File: src/rtl/c499_chk_pkg.sv
// Shared types and constants for the c499 response checker.
package c499_chk_pkg;

  typedef enum logic [1:0] {
    IDLE  = 2'd0,
    RUN   = 2'd1,
    DRAIN = 2'd2,
    DONE  = 2'd3
  } state_t;

  localparam int          C499_OUT_WIDTH = 32;
  // x^32 + x^22 + x^2 + x + 1
  localparam logic [31:0] MISR_POLY      = 32'h0040_0007;

endpackage

File: src/rtl/c499_misr.sv
// Multiple-input signature register: shift left, fold the MSB back through
// the feedback polynomial, and xor in the parallel response word.
module c499_misr
  import c499_chk_pkg::*;
#(
  parameter int           W    = C499_OUT_WIDTH,
  parameter logic [W-1:0] SEED = '0,
  parameter logic [W-1:0] POLY = W'(MISR_POLY)
) (
  input  logic         clk,
  input  logic         rst,
  input  logic         load,
  input  logic         en,
  input  logic [W-1:0] d,
  output logic [W-1:0] q
);

  logic [W-1:0] sig_q, sig_d;

  always_comb begin
    sig_d = sig_q;
    if (load) begin
      sig_d = SEED;
    end else if (en) begin
      sig_d = {sig_q[W-2:0], 1'b0} ^ (sig_q[W-1] ? POLY : '0) ^ d;
    end
  end

  always_ff @(posedge clk) begin
    if (rst) sig_q <= SEED;
    else     sig_q <= sig_d;
  end

  assign q = sig_q;

endmodule

File: config.mk
export PLATFORM = sky130hd
export DESIGN_NAME = c499_misr
export DESIGN_NICKNAME = d
export VERILOG_FILES = /design/src/rtl/c499_chk_pkg.sv /design/src/rtl/c499_misr.sv
export SDC_FILE = /design/constraint.sdc
export NUM_CORES = 1
export LEC_CHECK = 0
export BUFFER_PORTS_ARGS = -buffer_cell sky130_fd_sc_hd__buf_4
export CORE_MARGIN = 5
export CORE_UTILIZATION = 47
export CTS_CLUSTER_SIZE = 40
export DETAILED_ROUTE_END_ITERATION = 10
export PLACE_DENSITY = 0.91
export RECOVER_POWER = 50
export SKIP_CTS_REPAIR_TIMING = 1
export SLEW_MARGIN = 10
export SYNTH_ARGS = -nofsm -noshare
export SYNTH_HDL_FRONTEND = slang
export SYNTH_SLANG_ARGS = --single-unit
File: constraint.sdc
create_clock -name clk -period 1.1 [get_ports clk]
set_input_delay 0.22 -clock clk [delete_from_list [all_inputs] [get_ports clk]]
set_output_delay 0.22 -clock clk [all_outputs]
set_load 0.02 [all_outputs]
# Word-level counts from Yosys, hierarchy flattened

Index checks and enable logic that the tools add are counted.

Bits in registers: 32
Bits in latches: 0
Memory bits (writable): 0
ROM bits: 0
Input bits: 36
Output and inout port bits: 32
Word-level logic and storage cells: 5
Memories kept: 0

Add/sub/neg operators: 0
Multipliers: 0
Div/mod/pow operators: 0
Order comparisons: 0
Eq/ne operators: 0
Shift-type cells: 0
Mux-type cells: 1
Bitwise operators: 2
Reductions and logical operators: 1

Operators with widths:

| operator         | count |
|---|---|
| $xor A32 B23 Y32 | 1 |
| $xor A32 B32 Y32 | 1 |
| $mux W23         | 1 |
| $reduce_or A2 Y1 | 1 |

# Longest topological paths before layout

Gate-level depths: netlist of the first run.

Word-level depth: 3
Depth in mapped cells: 4

# Least setup slack after synthesis of the first run

OpenSTA, ideal clock, no wires.

Path type: flip-flop to flip-flop
From: reg sig_q[31], in the netlist q[31]
To: reg sig_q[1], in the netlist q[1]
Setup time: 0.069 ns
Arrival: 0.909 ns
Required time: 1.031 ns
Setup slack: 0.122 ns
Cell stages (with the launch flop): 4
Path buffers: 0
Period minus slack after synthesis: 0.978 ns
Path through: dfxtp_1 nor4b_2 mux2i_1 o21ai_1

Word-level cells in the longest chain between the ends: 3

Ends and longest elaborated chain:

| item                   | line            | source |
|---|---|---|
| start, declared        | c499_misr.sv:18 | `logic [W-1:0] sig_q, sig_d;` |
| start signal, assigned | c499_misr.sv:31 | `else sig_q <= sig_d;` |
| $mux W23               | c499_misr.sv:25 | `sig_d = {sig_q[W-2:0], 1'b0} ^ (sig_q[W-1] ? POLY : '0) ^ d;` |
| $xor A32 B23 Y32       | c499_misr.sv:25 |  |
| $xor A32 B32 Y32       | c499_misr.sv:25 |  |

Every way passes these cells.
A chain may end at the register's enable or synchronous reset.

# Final worst setup path of the first run

From: reg sig_q[5], in the netlist q[5]
To: out q[5]

RTL lines:

| item          | line            | source |
|---|---|---|
| end, declared | c499_misr.sv:15 | `output logic [W-1:0] q` |

No word-level cell between the ends.

==> impl_metrics.ini, run 1 <==
[route]
wire_per_inst_um = 12.9
drt-pass1-iter-count = 4
drc = 0
drt_iter0_markers = 42
drt_wl_total_mm = 3.33
vias = 1244
ant_nets = 0
via_per_inst = 4.82

[sta]
final.setup.worst_slack_ps = 47.6
timing_max_transition_violations_final = 0
rsz0062_at_grt = true
maxSlewHeadroom = 0.804
fin_crit_sh = 0.957
max_freq_mhz = 950
skew_ps = 4.04
fin_crit_ps = 1050
finalSetupViolations = 0
max_slew.worst_pin.slew_ps = 293
holdWs_ps = 205
hold_viol = 0

[synth]
synthTopCellsByArea = dfxtp_1, a211oi_2, xnor2_1
yosys_register_bits = 32
synth_cell_types = 13
synth-async-reset-ratio = 0
yosysTopAreaCell = dfxtp_1
synthFlopType = dfxtp_1
avgSynthCellArea_um2 = 10.9
synth_edf_count = 0
yosys_warnings = 0
synth_common_cells = dfxtp_1, xnor2_1, a211oi_2, nor2_1, buf_2
syn-instance-count = 145
synth_fp_nets = 181
synth_top_area_frac = 0.407
seq_area_frac_synth = 0.407
syn-cell-area_um2 = 1580

[placement]
pre_cts_slack_ps = -16.4
gp_congestion = 0.664
placed_cell_area_um2 = 2130
dp.cells = 251
io_buffers = 67
dp_hpwl_mm = 2.54

[grt]
grt_pass1_vias = 1229
grt_first_pass_wirelength_mm = 5.31
grt_start_max_net_pins = 32
grt_overflow = 0
track_usage = 0.151
antenna_found_initial = 0

[floorplan]
die_x_um = 67.9
core_um2 = 3280
row_count = 21
ios = 68
die_area_um2 = 4610
die_y_um = 67.9
start_util = 0.480

[worst_setup_path]
worstSetupPathType = flip-flop to primary output
cp_max_fo = 3
cpMaxStageDelayCell = dfxtp_1
critPathLaunchType = flip-flop
crit_chain = buf_4
worst-path-buf-inv = 1
critPathCaptureType = primary output
cp.required_ps = 880
path_delay_family = flip-flops
cp_slowest_stage_delay_ps = 370
worstPathArrival_ps = 830

[clock_network]
numCtsBuffers = 5
cts_tree = built
root_buffer = clkbuf_4
clk_latency_ps = 310
htree_levels = 2
clock_path_buffers = 2
cts_sinks = 32
cts.clk_slew.worst_paths_ps = 90

[power]
total_power_mw = 2.58
p_leak_nw = 0.881
vdd.ir_drop.worst_uv = 868
cellPowerDensity_nw_per_um2 = 1150

[min_path]
holdCritPathClass = input pin to flip-flop

[layout]
antenna_cells = 0
largest_reg_flops = 32
final_area_um2 = 2240
layout.cells.non_filler = 258
final_layout_size_suffix_gt1_frac = 0.660
syn_to_final_growth_pct = 42.4
fin_nets = 248
fillers = 281

[status]
status = finished, final reports clean

[flow_run]
cap_violations = 0
[power by group]
| part | internal [mW] | total (mW) | leakage, nW | switching (mW) |
|---|---|---|---|---|
| combinational | 0.306 | 0.587 | 0.568 | 0.281 |
| clock | 0.362 | 0.721 | 0.0374 | 0.359 |
| sequential | 1.22 | 1.27 | 0.275 | 0.0532 |
| total | 1.89 | 2.58 | 0.881 | 0.693 |
[final cells by class]
cell class / instances / area (um2) / share of cell area
flip-flops and latches: 32 / 684 / 0.305
well taps: 46 / 57.6 / 0.0257
multi-input cells: 102 / 850 / 0.379
clock buffers: 7 / 65.1 / 0.0290
repair buffers: 71 / 587 / 0.262
[metrics by stage]
step,util,setup TNS (ps)
floorplan,-,0
global placement,0.649,0
detailed placement,0.649,-17.3
CTS,0.669,-182
global route,0.683,-12.9
finish,0.683,0
[routing by layer]
| metal | global-route usage | up-vias | wire length (um) |
|---|---|---|---|
| met4 | 0.0298 | 0 | 13 |
| met1 | 0.181 | 572 | 1340 |
| met3 | 0.0624 | 2 | 329 |
| met2 | 0.255 | 45 | 1650 |
| li1 | - | 625 | - |
| met5 | 0 | - | 0 |
[placed cells by master, fill, tap and decap left out]
master and count:
a211oi_2 29, and4bb_1 1, buf_12 4, buf_4 66
buf_6 1, clkbuf_4 5, clkbuf_8 2, dfxtp_1 1
dfxtp_2 29, dfxtp_4 2, mux2i_1 3, nand2b_1 3
nor2_1 29, nor4b_2 1, o21ai_1 3, or2_2 1
xnor2_1 32
[path summary, 6_finish.rpt]
path         cells past startpoint  slack (ps)  start  endpoint
max                              1          50   q[5]      q[5]
min                              3         210  d[17]     q[17]
max reg2reg                      3          90  q[31]      q[2]
min reg2reg                      2         490   q[2]      q[2]
[logic make-up (layout without fill, tap and decap cells)]
| family | count (synthesis) | in the layout | synth area share |
|---|---|---|---|
| xor gates and xnor gates | 32 | 32 | 0.178 |
| DFF | 32 | 32 | 0.407 |
| muxes | 3 | 3 | 0.0191 |
| AOI/OAI and AO/OA | 32 | 32 | 0.240 |
| and+or+nand+nor | 35 | 35 | 0.102 |
| buffers and inverters | 11 | 78 | 0.0540 |
Note: power is estimated with default switching activity, not from simulation.
==> run 2: changes to the inputs <==
Settings changed: ABC_AREA set to 1.
==> run 2 against run 1 <==
Net effect:
- critical path depth unchanged
- total power down 3.3%
- fmax down 0.99%
- global-route usage up 0.61 points
- cell count up 33%
- wire length up 8.2%
- sequential power about the same
- worst setup slack worse by 11 ps
- clock skew up 1.3 ps
- critical path type unchanged
- largest power group unchanged
- highest routed layer unchanged
==> impl_metrics.ini, run 2 <==
[placement]
gp_congestion = 0.792
io_buffers = 67
dp.cells = 330
dp_hpwl_mm = 2.71
placed_cell_area_um2 = 2160

[worst_setup_path]
worstSetupPathType = flip-flop to primary output
worstPathArrival_ps = 840
cpMaxStageDelayCell = dfxtp_4
cp_max_fo = 3
cp_slowest_stage_delay_ps = 370
critPathCaptureType = primary output
worst-path-buf-inv = 1
critPathLaunchType = flip-flop
cp.required_ps = 880
path_delay_family = flip-flops
crit_chain = buf_4

[flow_run]
cap_violations = 0

[sta]
hold_viol = 0
fin_crit_sh = 0.966
holdWs_ps = 202
timing_max_transition_violations_final = 0
fin_crit_ps = 1060
maxSlewHeadroom = 0.881
max_slew.worst_pin.slew_ps = 177
finalSetupViolations = 0
rsz0062_at_grt = false
max_freq_mhz = 941
skew_ps = 5.32

[route]
wl_met1_mm = 1.53
vias = 1503
wl_met2_mm = 1.73
drc = 0
wl_met3_um = 307
wire_per_inst_um = 10.5
ant_nets = 0
drt-pass1-iter-count = 4
drt_iter0_markers = 92
topRoutingLayerUsed = met4
via_per_inst = 4.39
drt_wl_total_mm = 3.60

[floorplan]
die_x_um = 68.3
row_count = 21
die_y_um = 68.3
ios = 68
core_um2 = 3310
die_area_um2 = 4670
start_util = 0.483

[synth]
synthTopCellsByArea = dfxtp_1, xor2_1, nor2_1
syn-cell-area_um2 = 1600
avgSynthCellArea_um2 = 7.20
synth.most_common_cell = nor2_1
syn-instance-count = 222
yosys_warnings = 0
synth_cell_types = 16
synth_common_cells = nor2_1, inv_1, dfxtp_1, xor2_1, o21ai_1
yosys_register_bits = 32
synth_top_area_frac = 0.401
synth_fp_nets = 258
seq_area_frac_synth = 0.401
synth-async-reset-ratio = 0
synth_edf_count = 0
yosysTopAreaCell = dfxtp_1
synthFlopType = dfxtp_1

[layout]
fin_nets = 331
final_area_um2 = 2290
seqCellArea_um2 = 684
fillers = 283
multi_input_area_um2 = 729
largest_reg_flops = 32
final_cell_mix = buf_4, nor2_1, inv_1
mostFrequentLayoutCell = buf_4
antenna_cells = 0
syn_to_final_growth_pct = 43.3
final_layout_size_suffix_gt1_frac = 0.392
layout.cells.non_filler = 342

[grt]
grt_overflow = 0
track_usage = 0.157
grt_pass1_vias = 1295
antenna_found_initial = 0
grt_start_max_net_pins = 33
grt_first_pass_wirelength_mm = 5.60

[clock_network]
root_buffer = clkbuf_4
clk_latency_ps = 320
cts.clk_slew.worst_paths_ps = 90
htree_levels = 2
numCtsBuffers = 5
clock_path_buffers = 2
cts_tree = built
cts_sinks = 32

[status]
status = finished, final reports clean

[power]
p_leak_nw = 1.39
vdd.ir_drop.worst_uv = 666
total_power_mw = 2.50
cellPowerDensity_nw_per_um2 = 1090

[min_path]
holdCritPathClass = input pin to flip-flop
run 2: changes by cell type in the layout (fill, tap and decap cells not counted), sizes merged, moves of 26 or more:
cell,previous run,this run
nor2,29,56
xnor2,32,0
o21ai,3,29
xor2,0,29
a211oi,29,0
inv,0,40
run 2: metrics by stage:
| stage | worst slack (ps) | utilization | setup TNS, ps |
|---|---|---|---|
| after detailed placement | 10.6 | 0.651 | 0 |
| after global routing | 2.15 | 0.692 | 0 |
| after global placement | 57.7 | 0.651 | 0 |
| after floorplan | 54.9 | - | 0 |
| final | 37.0 | 0.692 | 0 |
| after CTS | -78.6 | 0.669 | -199 |
run 2: where the power goes:
part | internal (mW) | switching, mW | leakage (nW) | total, mW
logic | 0.275 | 0.269 | 1.08 | 0.544
clock network | 0.315 | 0.366 | 0.0326 | 0.682
registers | 1.22 | 0.0504 | 0.275 | 1.27
run 2: final timing paths:
kind         start     to  cells after the start  slack, ps
min          d[24]  q[24]                      4        200
min reg2reg  q[25]  q[26]                      3        580
max          q[26]  q[26]                      1         40
max reg2reg  q[31]   q[1]                      6        160
run 2: final cells by class:
class,count,share of cell area
Clock buffer,8,0.0257
Inverter,40,0.0655
Multi-Input combinational cell,140,0.318
Sequential cell,32,0.299
Tap cell,46,0.0251
Timing Repair Buffer,76,0.267
run 2: cells by family after synthesis:
group           share of synthesized area
compound gates                      0.108
buf+inv                             0.143
xor+xnor                            0.159
simple gates                        0.189
flops                               0.401
run 2: metal layers:
layer  GRT usage  up-vias
met2       0.264       54
met1       0.188      634
met5           0        -
met3      0.0525        6
li1            -      809
met4      0.0521        0
run 2: worst register-to-register path: stages, from the launching register on:
cell and delay [ps]:
dfxtp_4 370, inv_1 110, nand2_1 90, nand3_1 90, nand3_1 70, nand2_1 70
inv_1 40
